**src/rtl/fetch_buffer_pkg.sv**
```systemverilog
// Shared types for the IF/ID fetch buffer: fetch payload, pipe control and stored entry.
package fetch_buffer_pkg;

  localparam logic [31:0] RESET_PC = 32'h8000_0000;

  typedef struct packed {
    logic        enable;
    logic [31:0] pc;
    logic [31:0] inst;
  } fetch_info_t;

  typedef struct packed {
    logic stall;
    logic flush;
  } pipe_ctrl_t;

  typedef struct packed {
    fetch_info_t info;
    logic        error;
  } fetch_entry_t;

  // True when the free space left after this cycle can no longer absorb the in-flight fetches.
  function automatic logic stall_needed(input int unsigned depth,
                                        input int unsigned count,
                                        input int unsigned slack);
    return (depth - count) <= slack;
  endfunction

endpackage

```
**src/rtl/fetch_buffer_mem.sv**
```systemverilog
// Entry storage for the fetch buffer: one write port, one asynchronous read port, no reset.
module fetch_buffer_mem
  import fetch_buffer_pkg::*;
#(
  parameter int DEPTH = 4,
  parameter int AW    = $clog2(DEPTH)
) (
  input  logic         clk,
  input  logic         i_we,
  input  logic [AW-1:0] i_waddr,
  input  fetch_entry_t i_wdata,
  input  logic [AW-1:0] i_raddr,
  output fetch_entry_t o_rdata
);

  fetch_entry_t r_mem [DEPTH];

  always_ff @(posedge clk) begin
    if (i_we) begin
      r_mem[i_waddr] <= i_wdata;
    end
  end

  assign o_rdata = r_mem[i_raddr];

endmodule

```
**src/rtl/fetch_buffer.sv**
```systemverilog
// IF/ID decoupling queue: in-order valid/ready delivery to decode, early stall toward fetch,
// flush with wrong-path kill window, and error lock that stops pushes after a faulting fetch.
module fetch_buffer
  import fetch_buffer_pkg::*;
#(
  parameter int DEPTH       = 4,
  parameter int IN_FLIGHT   = 2,
  parameter int KILL_CYCLES = 1
) (
  input  logic        clk,
  input  logic        rst,
  input  fetch_info_t in_info,
  input  logic        in_error,
  input  pipe_ctrl_t  pipe,
  output logic        fetch_stall,
  output logic        out_valid,
  output fetch_info_t out_info,
  output logic        out_error,
  input  logic        out_ready,
  output logic        overflow
);

  localparam int AW = $clog2(DEPTH);
  localparam int PW = AW + 1;
  localparam int KW = (KILL_CYCLES > 0) ? $clog2(KILL_CYCLES + 1) : 1;
  localparam logic [PW-1:0] DEPTH_P   = PW'(DEPTH);
  localparam logic [KW-1:0] KILL_INIT = KW'(KILL_CYCLES);

  logic [PW-1:0] r_wr_ptr;
  logic [PW-1:0] r_rd_ptr;
  logic [KW-1:0] r_kill;
  logic          r_err_lock;
  logic          r_stall;
  logic          r_overflow;

  logic [PW-1:0] w_wr_ptr_nxt;
  logic [PW-1:0] w_rd_ptr_nxt;
  logic [PW-1:0] w_count;
  logic [PW-1:0] w_count_nxt;
  logic [KW-1:0] w_kill_nxt;
  logic          w_err_lock_nxt;
  logic          w_stall_nxt;
  logic          w_overflow_nxt;
  logic          w_empty;
  logic          w_full;
  logic          w_push_req;
  logic          w_pop;
  logic          w_write;
  logic          w_drop;
  fetch_entry_t  w_wr_entry;
  fetch_entry_t  w_rd_entry;

  // Occupancy is the pointer difference; the extra pointer bit separates full from empty.
  assign w_count = r_wr_ptr - r_rd_ptr;
  assign w_empty = (w_count == '0);
  assign w_full  = (w_count == DEPTH_P);

  assign w_push_req = in_info.enable && (r_kill == '0) && !r_err_lock && !pipe.flush;
  assign w_pop      = !w_empty && out_ready && !pipe.stall && !pipe.flush;
  assign w_write    = w_push_req && (!w_full || w_pop);
  assign w_drop     = w_push_req && w_full && !w_pop;

  always_comb begin
    w_wr_ptr_nxt   = r_wr_ptr;
    w_rd_ptr_nxt   = r_rd_ptr;
    w_kill_nxt     = r_kill;
    w_err_lock_nxt = r_err_lock;
    if (pipe.flush) begin
      w_wr_ptr_nxt   = '0;
      w_rd_ptr_nxt   = '0;
      w_kill_nxt     = KILL_INIT;
      w_err_lock_nxt = 1'b0;
    end else begin
      if (w_write) begin
        w_wr_ptr_nxt = r_wr_ptr + PW'(1);
      end
      if (w_pop) begin
        w_rd_ptr_nxt = r_rd_ptr + PW'(1);
      end
      if (r_kill != '0) begin
        w_kill_nxt = r_kill - KW'(1);
      end
      if (w_write && in_error) begin
        w_err_lock_nxt = 1'b1;
      end
    end
    w_count_nxt    = w_wr_ptr_nxt - w_rd_ptr_nxt;
    w_stall_nxt    = stall_needed(32'(DEPTH), 32'(w_count_nxt), 32'(IN_FLIGHT));
    w_overflow_nxt = r_overflow | w_drop;
  end

  always_ff @(posedge clk or posedge rst) begin
    if (rst) begin
      r_wr_ptr   <= '0;
      r_rd_ptr   <= '0;
      r_kill     <= '0;
      r_err_lock <= 1'b0;
      r_stall    <= 1'b0;
      r_overflow <= 1'b0;
    end else begin
      r_wr_ptr   <= w_wr_ptr_nxt;
      r_rd_ptr   <= w_rd_ptr_nxt;
      r_kill     <= w_kill_nxt;
      r_err_lock <= w_err_lock_nxt;
      r_stall    <= w_stall_nxt;
      r_overflow <= w_overflow_nxt;
    end
  end

  assign w_wr_entry = {in_info, in_error};

  fetch_buffer_mem #(
    .DEPTH (DEPTH),
    .AW    (AW)
  ) u_mem (
    .clk     (clk),
    .i_we    (w_write),
    .i_waddr (r_wr_ptr[AW-1:0]),
    .i_wdata (w_wr_entry),
    .i_raddr (r_rd_ptr[AW-1:0]),
    .o_rdata (w_rd_entry)
  );

  // Only enabled fetches are stored, so the stored enable bit already equals out_valid.
  assign out_valid = !w_empty;

  always_comb begin
    out_info  = '0;
    out_error = 1'b0;
    if (out_valid) begin
      out_info  = w_rd_entry.info;
      out_error = w_rd_entry.error;
    end
  end

  assign fetch_stall = r_stall;
  assign overflow    = r_overflow;

endmodule
```
**config.mk**
```make
export PLATFORM = sky130hd
export DESIGN_NAME = fetch_buffer
export DESIGN_NICKNAME = d
export VERILOG_FILES = /design/src/rtl/fetch_buffer_pkg.sv /design/src/rtl/fetch_buffer_mem.sv /design/src/rtl/fetch_buffer.sv
export SDC_FILE = /design/constraint.sdc
export NUM_CORES = 1
export LEC_CHECK = 0
export ABC_AREA = 1
export CORE_UTILIZATION = 48
export DETAILED_ROUTE_END_ITERATION = 7
export PLACE_DENSITY = 0.68
export SLEW_MARGIN = 20
export SYNTH_ARGS = -nofsm -noshare
export SYNTH_HDL_FRONTEND = slang
export SYNTH_SLANG_ARGS = --single-unit
```
**constraint.sdc**
```tcl
create_clock -name clk -period 5.6 [get_ports clk]
set_input_delay 1.12 -clock clk [delete_from_list [all_inputs] [get_ports clk]]
set_output_delay 1.12 -clock clk [all_outputs]
set_load 0.01 [all_outputs]
```
==> results.yml, run 1 <==
run_status:
  outcome: "finished, final reports clean"
critical_path:
  crit_slowest_cell: "buf_4"
  path_cells: "buf_4 -> o21ai_0 -> o22ai_1 -> nand2_1 -> inv_1 -> clkdlybuf4s50_1"
  cp_top_family: "buffers and inverters"
  crit_cells: 6
  end_kind: "output pin"
  cp_num_buf_inv: 3
  crit_fanout: 100
  max_stage_delay_ns: 0.81
  worstPathArrival_ns: 3.32
  critPathLaunchType: "flop"
  cp.required_ns: 4.48
  critPathKind: "flop to output pin"
  worst-r2r-cell-count: 13
final_layout:
  layout_commonest_cell: "edfxtp_1"
  stdcell_area_sq_mm: 0.0136
  drive_above_1_share_pct: 7.07
  nNetsFinal: 1096
  diodes: 0
  seqCellArea_sq_mm: 0.00818
  fill_cells: 1783
  layout_common_cells: "edfxtp_1 (264), nor2_1 (140), clkdlybuf4s50_1 (139)"
  multiInputGateArea_sq_mm: 0.00233
  area_growth_pct: 23.5
timing:
  finalClockSkew_ns: 0.00724
  final.setup.worst_slack_ns: 1.16
  finalSetupViolations: 0
  maxSlewHeadroom_pct: 32.6
  rsz0062_at_grt: "no"
  drv_slew: 0
  min_period_ns: 4.44
  max_freq_mhz: 225
  period_share_pct: 79.3
  hold_viol: 0
  max_slew.worst_pin.slew_ns: 1.01
  setup_tns_ns: 0
die:
  start_util_pct: 48.9
  die_h_microns: 154
  num_rows: 55
  design.die.area_sq_mm: 0.0236
  core_area_sq_mm: 0.0226
  ios: 140
  die_width_microns: 154
synth:
  syn_avg_cell_area_sq_um: 12.5
  netlist_area_sq_mm: 0.0110
  synth_top_area_share_pct: 71.9
  synth-seq-cells: 274
  synth.area.top_cells: "edfxtp_1 (72%), o21ai_0 (6.1%), nor2_1 (4.9%), o22ai_1 (3.7%), inv_1 (3.1%)"
  synth_nets: 967
  ys_types: 27
  ys_warn_count: 0
  synth_area_leader_cell: "edfxtp_1"
  ys_seq_area_share_pct: 74.1
  synthCells: 885
clocking:
  clock-sinks: 274
  insertion_delay_ns: 0.53
  cts_resized: 0
  postCtsSetupBuffers: 0
  cts_buffer_depth: 3
  cts_hold_buf: 0
  path_clk_slew_ns: 0.06
  htreeDepth: 1
  cts_buffers: 28
  clockRootBuffer: "clkbuf_16"
  cts_tree: "yes"
routing:
  num_vias: 6878
  avgViaCountPerCell: 5.22
  postRouteAntennaNets: 0
  routedWlPerCell_microns: 16.8
  first_iter_violations: 351
  first_pass_iters: 4
  wirelength_microns: 22200
  drc: 0
flow_run:
  drv_cap: 0
grt:
  grt_pass1_vias: 6666
  grt_pass1_wl_microns: 34900
  grt_max_degree: 101
  grt_usage_pct: 19.0
  antenna_found_initial: 0
  gr-total-overflow: 0
pwr:
  cellLeakagePower_nw: 5.12
  power_mw: 5.02
  power_density_mw_per_mm2: 369
  worst_ir_drop_vdd_mv: 0.254
place:
  place_hpwl_microns: 11900
  dpl_worst_slack_ns: 1.57
  placed_cell_area_sq_mm: 0.0127
  globalplace.congestion: 0.715
  io_buffers: 139
min_path:
  hp-class: "flop to flop"
  hold_path_depth: 1
-- routing by layer --
| layer | track usage, % | part of all wire (%) |
|---|---|---|
| met5 | 0 | 0 |
| met2 | 32.1 | 48 |
| met1 | 24.9 | 44 |
| met4 | 5.57 | 2.2 |
| met3 | 3.64 | 5.8 |
-- sequential cells by signal (all words and copies together) (netlist names) --
signal       cells
r_kill           1
u_mem.r_mem    264
fetch_stall      1
r_err_lock       1
r_rd_ptr         3
r_wr_ptr         3
overflow         1
-- cells by family (layout without fill, tap and decap cells) --
| kind of cell | count (synthesis) | count (layout) | share of synthesized area, % |
|---|---|---|---|
| AO/OA/AOI/OAI | 206 | 206 | 10.2 |
| AND/OR/NAND/NOR | 250 | 250 | 9.20 |
| flip-flops | 274 | 274 | 74.1 |
| adder cells (fa/ha/maj) | 11 | 11 | 1.32 |
| XOR/XNOR | 2 | 2 | 0.159 |
| buffers and inverters | 142 | 289 | 4.98 |
-- cells in the mapped netlist --
master,count
edfxtp_1,264
a21oi_1,3
nor2_1,144
ha_1,10
nor3_1,2
a21oi_2,1
o22ai_1,66
buf_2,9
nand3_1,4
o21ai_0,134
inv_1,90
nand3_4,1
buf_1,5
buf_4,1
nand2_4,2
clkinv_2,1
nand3_2,3
dfrtp_1,10
inv_2,1
fa_1,1
clkbuf_1,35
a211oi_1,1
nor3_2,1
xor2_1,2
a41o_1,1
nand2_2,6
nand2_1,87
-- final timing paths --
kind                                  start  slack (ns)           end
worst max-delay path            r_rd_ptr[0]        1.16  out_info[48]
worst min-delay path               overflow        0.50      overflow
worst max register to register  r_rd_ptr[0]        1.87   fetch_stall
worst min register to register     overflow        0.50      overflow
max in group asynchronous               rst        4.40   r_rd_ptr[0]
min in group asynchronous               rst        0.88        r_kill
-- report_power, final --
group | internal [mW] | total (mW) | switching [mW]
logic | 0.403 | 0.880 | 0.477
registers | 2.29 | 2.31 | 0.0212
clock network | 1.11 | 1.83 | 0.717
-- worst reg2reg max path, stage by stage, from the launching register on --
cell and delay [ns]:
dfrtp_4 0.65, ha_1 0.35, nand2_1 0.07, inv_1 0.10, nand3_4 0.67, nand2_4 0.31
nor2_1 0.06, a211oi_1 0.38, fa_1 0.55, ha_1 0.22, nand3_1 0.08, nand3_1 0.09
nand2_1 0.06, nor2_1 0.03
-- final cells by class --
type	count	share of cell area [%]
Clock inverter	17	1.30
Clock buffer	31	5.38
Timing Repair Buffer	149	10.9
Sequential cell	274	60.1
Tap cell	285	2.62
Multi-Input combinational cell	469	17.1
Inverter	92	2.56
-- through the flow --
| step | util [%] | instances | hold slack (ns) |
|---|---|---|---|
| after floorplan | - | 885 | 0.494 |
| after global placement | 56.3 | 1269 | 0.480 |
| after detailed placement | 56.3 | 1269 | 0.491 |
| after CTS | 60.4 | 1317 | 0.506 |
| after global routing | 60.4 | 1317 | 0.520 |
| final | 60.4 | 1317 | 0.496 |
(Power assumes the default switching activity.)
==> run 2, diff against run 1 <==
PLACE_DENSITY = 0.7   (was 0.68)
clock period = 3.8 ns   (was 5.6 ns; I/O delays follow)
==> results.yml, run 2 (same netlist as run 1, synthesis figures left out) <==
run_status:
  outcome: "complete, but fails checks"
  violations: "design-rule violations"
final_layout:
  layout_common_cells: "edfxtp_1 (264), nor2_1 (140), clkdlybuf4s50_1 (139)"
  area_growth_pct: 24.3
  diodes: 0
  multiInputGateArea_sq_mm: 0.00233
  final_cell_count_no_fill: 1333
  layout_commonest_cell: "edfxtp_1"
  nNetsFinal: 1108
  regMostFlops: "u_mem.r_mem"
  drive_above_1_share_pct: 8.02
  largest_reg_flops: 264
  seqCellArea_sq_mm: 0.00818
  reg_top3: "u_mem.r_mem x264, r_rd_ptr x3, r_wr_ptr x3"
  fill_cells: 1792
critical_path:
  critPathLaunchType: "flop"
  cp_top_family: "buffers and inverters"
  cp.required_ns: 3.04
  path_cells: "ha_1 -> a21oi_1 -> nand2_2 -> nand3_4 -> buf_12 -> nand2_1 -> inv_1 -> clkdlybuf4s50_1"
  crit_fanout: 44
  cp_num_buf_inv: 3
  critPathKind: "flop to output pin"
  crit_slowest_cell: "clkdlybuf4s50_1"
  worstPathArrival_ns: 2.84
  end_kind: "output pin"
  max_stage_delay_ns: 0.55
grt:
  grt_max_degree: 79
  gr-total-overflow: 0
  antenna_found_initial: 0
  grt_usage_pct: 19.1
  grt_pass1_vias: 6797
  grt_pass1_wl_microns: 35100
routing:
  avgViaCountPerCell: 5.28
  first_pass_iters: 8
  postRouteAntennaNets: 0
  wirelength_microns: 22700
  num_vias: 7036
  first_iter_violations: 403
  routedWlPerCell_microns: 17.0
  drc: 2
clocking:
  clockRootBuffer: "clkbuf_16"
  clock-sinks: 274
  htreeDepth: 1
  cts_hold_buf: 0
  cts_buffer_depth: 3
  cts_resized: 0
  insertion_delay_ns: 0.53
  postCtsSetupBuffers: 0
  cts_tree: "yes"
  cts_buffers: 29
  path_clk_slew_ns: 0.06
die:
  die_h_microns: 154
  ios: 140
  design.die.area_sq_mm: 0.0236
  die_width_microns: 154
  num_rows: 55
  core_area_sq_mm: 0.0226
  start_util_pct: 48.9
place:
  dpl_worst_slack_ns: 0.360
  place_hpwl_microns: 12400
  io_buffers: 139
  placed_cells: 1280
  globalplace.congestion: 0.801
timing:
  period_share_pct: 94.7
  max_slew.worst_pin.slew_ns: 0.811
  max_freq_mhz: 278
  finalClockSkew_ns: 0.00830
  finalSetupViolations: 0
  setup_tns_ns: 0
  drv_slew: 0
  min_period_ns: 3.60
  rsz0062_at_grt: "no"
  maxSlewHeadroom_pct: 46.0
  hold_viol: 0
  final.setup.worst_slack_ns: 0.200
flow_run:
  drv_cap: 0
pwr:
  cellLeakagePower_nw: 5.15
  power_density_mw_per_mm2: 536
  power_mw: 7.35
  worst_ir_drop_vdd_mv: 0.376
min_path:
  hp-class: "flop to flop"
[run 2: cell count changes in the layout (fill, tap and decap cells not counted), sizes merged]
cell / change
buf: +11
clkbuf: +6
bufinv: -2
clkinv: -1
clkinvlp: +1
inv: +1
[run 2: worst paths after layout]
path	startpoint	endpoint	slack [ns]	depth (start not counted)
worst min-delay path	overflow	overflow	0.48	1
worst min register to register	overflow	overflow	0.48	1
worst max register to register	r_wr_ptr[1]	fetch_stall	0.74	16
max in group asynchronous	rst	r_rd_ptr[0]	2.99	2
min in group asynchronous	rst	r_wr_ptr[1]	0.50	2
worst max-delay path	r_wr_ptr[1]	out_info[42]	0.20	8
[run 2: per-layer routing]
| layer | track usage [%] | vias to the layer above | part of all wire (%) |
|---|---|---|---|
| li1 | - | 3394 | - |
| met4 | 5.05 | 0 | 1.5 |
| met2 | 34.8 | 171 | 51 |
| met3 | 2.48 | 28 | 5.0 |
| met1 | 23.8 | 3443 | 43 |
| met5 | 0 | - | 0 |
[run 2: metrics by stage]
step / cell area (sq um) / util (%) / hold WS, ns
after global routing: 13700 / 60.7 / 0.496
after floorplan: 11000 / - / 0.494
after detailed placement: 12800 / 56.8 / 0.476
after global placement: 12800 / 56.8 / 0.476
after CTS: 13700 / 60.7 / 0.489
final: 13700 / 60.7 / 0.484
[run 2: cell type report]
cell class                      count  share of cell area (%)
Clock buffer                       37                    5.51
Inverter                           92                    2.55
Clock inverter                     16                   0.949
Timing Repair Buffer              160                    11.7
Sequential cell                   274                    59.7
Tap cell                          285                    2.60
Multi-Input combinational cell    469                    17.0
[run 2: power breakdown]
group	internal, mW	switching, mW	total, mW
combinational	0.619	0.738	1.36
sequential	3.37	0.0189	3.39
clock	1.53	1.06	2.60
[run 2: worst register-to-register path, cell delays in order, from the launching register on]
cell     delay (ns)
dfrtp_1        0.43
ha_1           0.36
a21oi_1        0.24
nand2_1        0.13
nand3_2        0.11
nand2_4        0.06
inv_1          0.10
nor2_1         0.05
nor3_1         0.19
inv_1          0.08
ha_1           0.21
fa_1           0.54
ha_1           0.19
nand3_1        0.08
nand3_1        0.08
nand2_1        0.05
nor2_1         0.07
==> run 3, diff against run 2 <==
CORE_UTILIZATION = 40   (was 48)
PLACE_DENSITY = 0.6   (was 0.7)
==> results.yml, run 3 (same netlist as run 1, synthesis figures left out) <==
run_status:
  outcome: "finished, final reports clean"
critical_path:
  max_stage_delay_ns: 0.53
  r2r_end: "fetch_stall"
  worstSetupEndpoint: "out_info[16]"
  crit_fanout: 25
  path_cells: "ha_1 -> a21oi_1 -> nand2_2 -> nand3_4 -> buf_12 -> nand2_1 -> inv_1 -> clkdlybuf4s50_1"
  worstPathArrival_ns: 2.85
  crit_start: "r_wr_ptr[1]"
  worst-r2r-cell-count: 16
  cp.required_ns: 3.04
  r2r_slack_ns: 0.74
  crit_slowest_cell: "clkdlybuf4s50_1"
  critPathLaunchType: "flop"
  r2r_start: "r_wr_ptr[1]"
  end_kind: "output pin"
  critPathKind: "flop to output pin"
die:
  start_util_pct: 40.8
  num_rows: 60
  core_area_sq_mm: 0.0270
  die_h_microns: 168
  die_width_microns: 168
  design.die.area_sq_mm: 0.0282
  ios: 140
final_layout:
  utilization_pct: 51.6
  final_cell_count_no_fill: 1391
  layout_commonest_cell: "edfxtp_1"
  drive_above_1_share_pct: 8.67
  regMostFlops: "u_mem.r_mem"
  largest_reg_flops: 264
  stdcell_area_sq_mm: 0.0140
  nNetsFinal: 1108
  diodes: 0
  fill_cells: 2333
  layout_common_cells: "edfxtp_1 (264), nor2_1 (140), clkdlybuf4s50_1 (139)"
  reg_top3: "u_mem.r_mem x264, r_rd_ptr x3, r_wr_ptr x3"
  area_growth_pct: 26.5
place:
  place_hpwl_microns: 12800
  io_buffers: 139
  placed_cells: 1335
  placed_cell_area_sq_mm: 0.0130
  globalplace.congestion: 0.765
grt:
  grt_usage_pct: 16.8
  grt_pass1_wl_microns: 36900
  grt_max_degree: 105
  antenna_found_initial: 1
  gr-total-overflow: 0
  grt_pass1_vias: 6690
routing:
  postRouteAntennaNets: 0
  first_iter_violations: 320
  avgViaCountPerCell: 5.01
  wirelength_microns: 23700
  first_pass_iters: 5
  num_vias: 6967
  routedWlPerCell_microns: 17.0
  drc: 0
clocking:
  path_clk_slew_ns: 0.06
  cts_tree: "yes"
  clockRootBuffer: "clkbuf_16"
  clock-sinks: 274
  insertion_delay_ns: 0.54
  cts_buffers: 30
  cts_resized: 0
  htreeDepth: 1
  cts_buffer_depth: 3
  cts_hold_buf: 0
  postCtsSetupBuffers: 0
timing:
  max_slew.worst_pin.slew_ns: 0.801
  hold_viol: 0
  finalClockSkew_ns: 0.00808
  max_freq_mhz: 277
  drv_slew: 0
  setup_tns_ns: 0
  hold_slack_ns: 0.484
  finalSetupViolations: 0
  maxSlewHeadroom_pct: 46.6
  min_period_ns: 3.61
  rsz0062_at_grt: "no"
  period_share_pct: 94.9
flow_run:
  drv_cap: 0
min_path:
  hp-class: "flop to flop"
pwr:
  worst_ir_drop_vdd_mv: 0.294
  cellLeakagePower_nw: 5.23
  power_density_mw_per_mm2: 548
[run 3: cell count changes in the layout (fill, tap and decap cells not counted), sizes merged]
cell / before / now
buf: 21 / 20
clkinvlp: 1 / 2
bufinv: 2 / 4
inv: 92 / 91
clkbuf: 37 / 32
clkinv: 13 / 19
[run 3: worst min-delay path by stage]
stage | to | startpoint | cells past startpoint
after floorplan | r_err_lock | r_err_lock | 2
after global placement | overflow | overflow | 1
after detailed placement | overflow | overflow | 1
after CTS | overflow | overflow | 1
after global routing | overflow | overflow | 1
final | overflow | overflow | 1
[run 3: final cells by class]
class / instances / area (sq um) / area share [%]
clock inverters: 24 / 220 / 1.58
repair buffers: 159 / 1670 / 11.9
multi-input cells: 469 / 2330 / 16.7
well taps: 341 / 427 / 3.06
flip-flops and latches: 274 / 8180 / 58.6
clock buffers: 32 / 779 / 5.58
inverters: 92 / 349 / 2.50
[run 3: worst max-delay path, delay by kind of cell (launching register included)]
family	cells	cell delay (ns)
buffers and inverters	3	0.83
and+or+nand+nor	3	0.44
DFF	1	0.43
adders and majority gates	1	0.35
AOI/OAI and AO/OA	1	0.23
[run 3: routing by layer]
layer  track usage, %  up-vias  wire length (microns)
met4             3.99        2                    354
met2             29.1      166                  11700
met3             2.94       32                   1100
met5                0        -                     17
li1                 -     3392                      -
met1             22.1     3375                  10600
[run 3: stage by stage]
stage	power [mW]	setup WS (ns)
finish	7.65	0.193
global route	7.97	0.0469
CTS	7.74	0.151
detailed placement	4.86	0.347
global placement	4.85	0.419
floorplan	4.12	-0.0885
[run 3: power breakdown]
group | internal, mW | switching, mW
clock | 1.75 | 1.13
combinational | 0.637 | 0.746
sequential | 3.37 | 0.0198
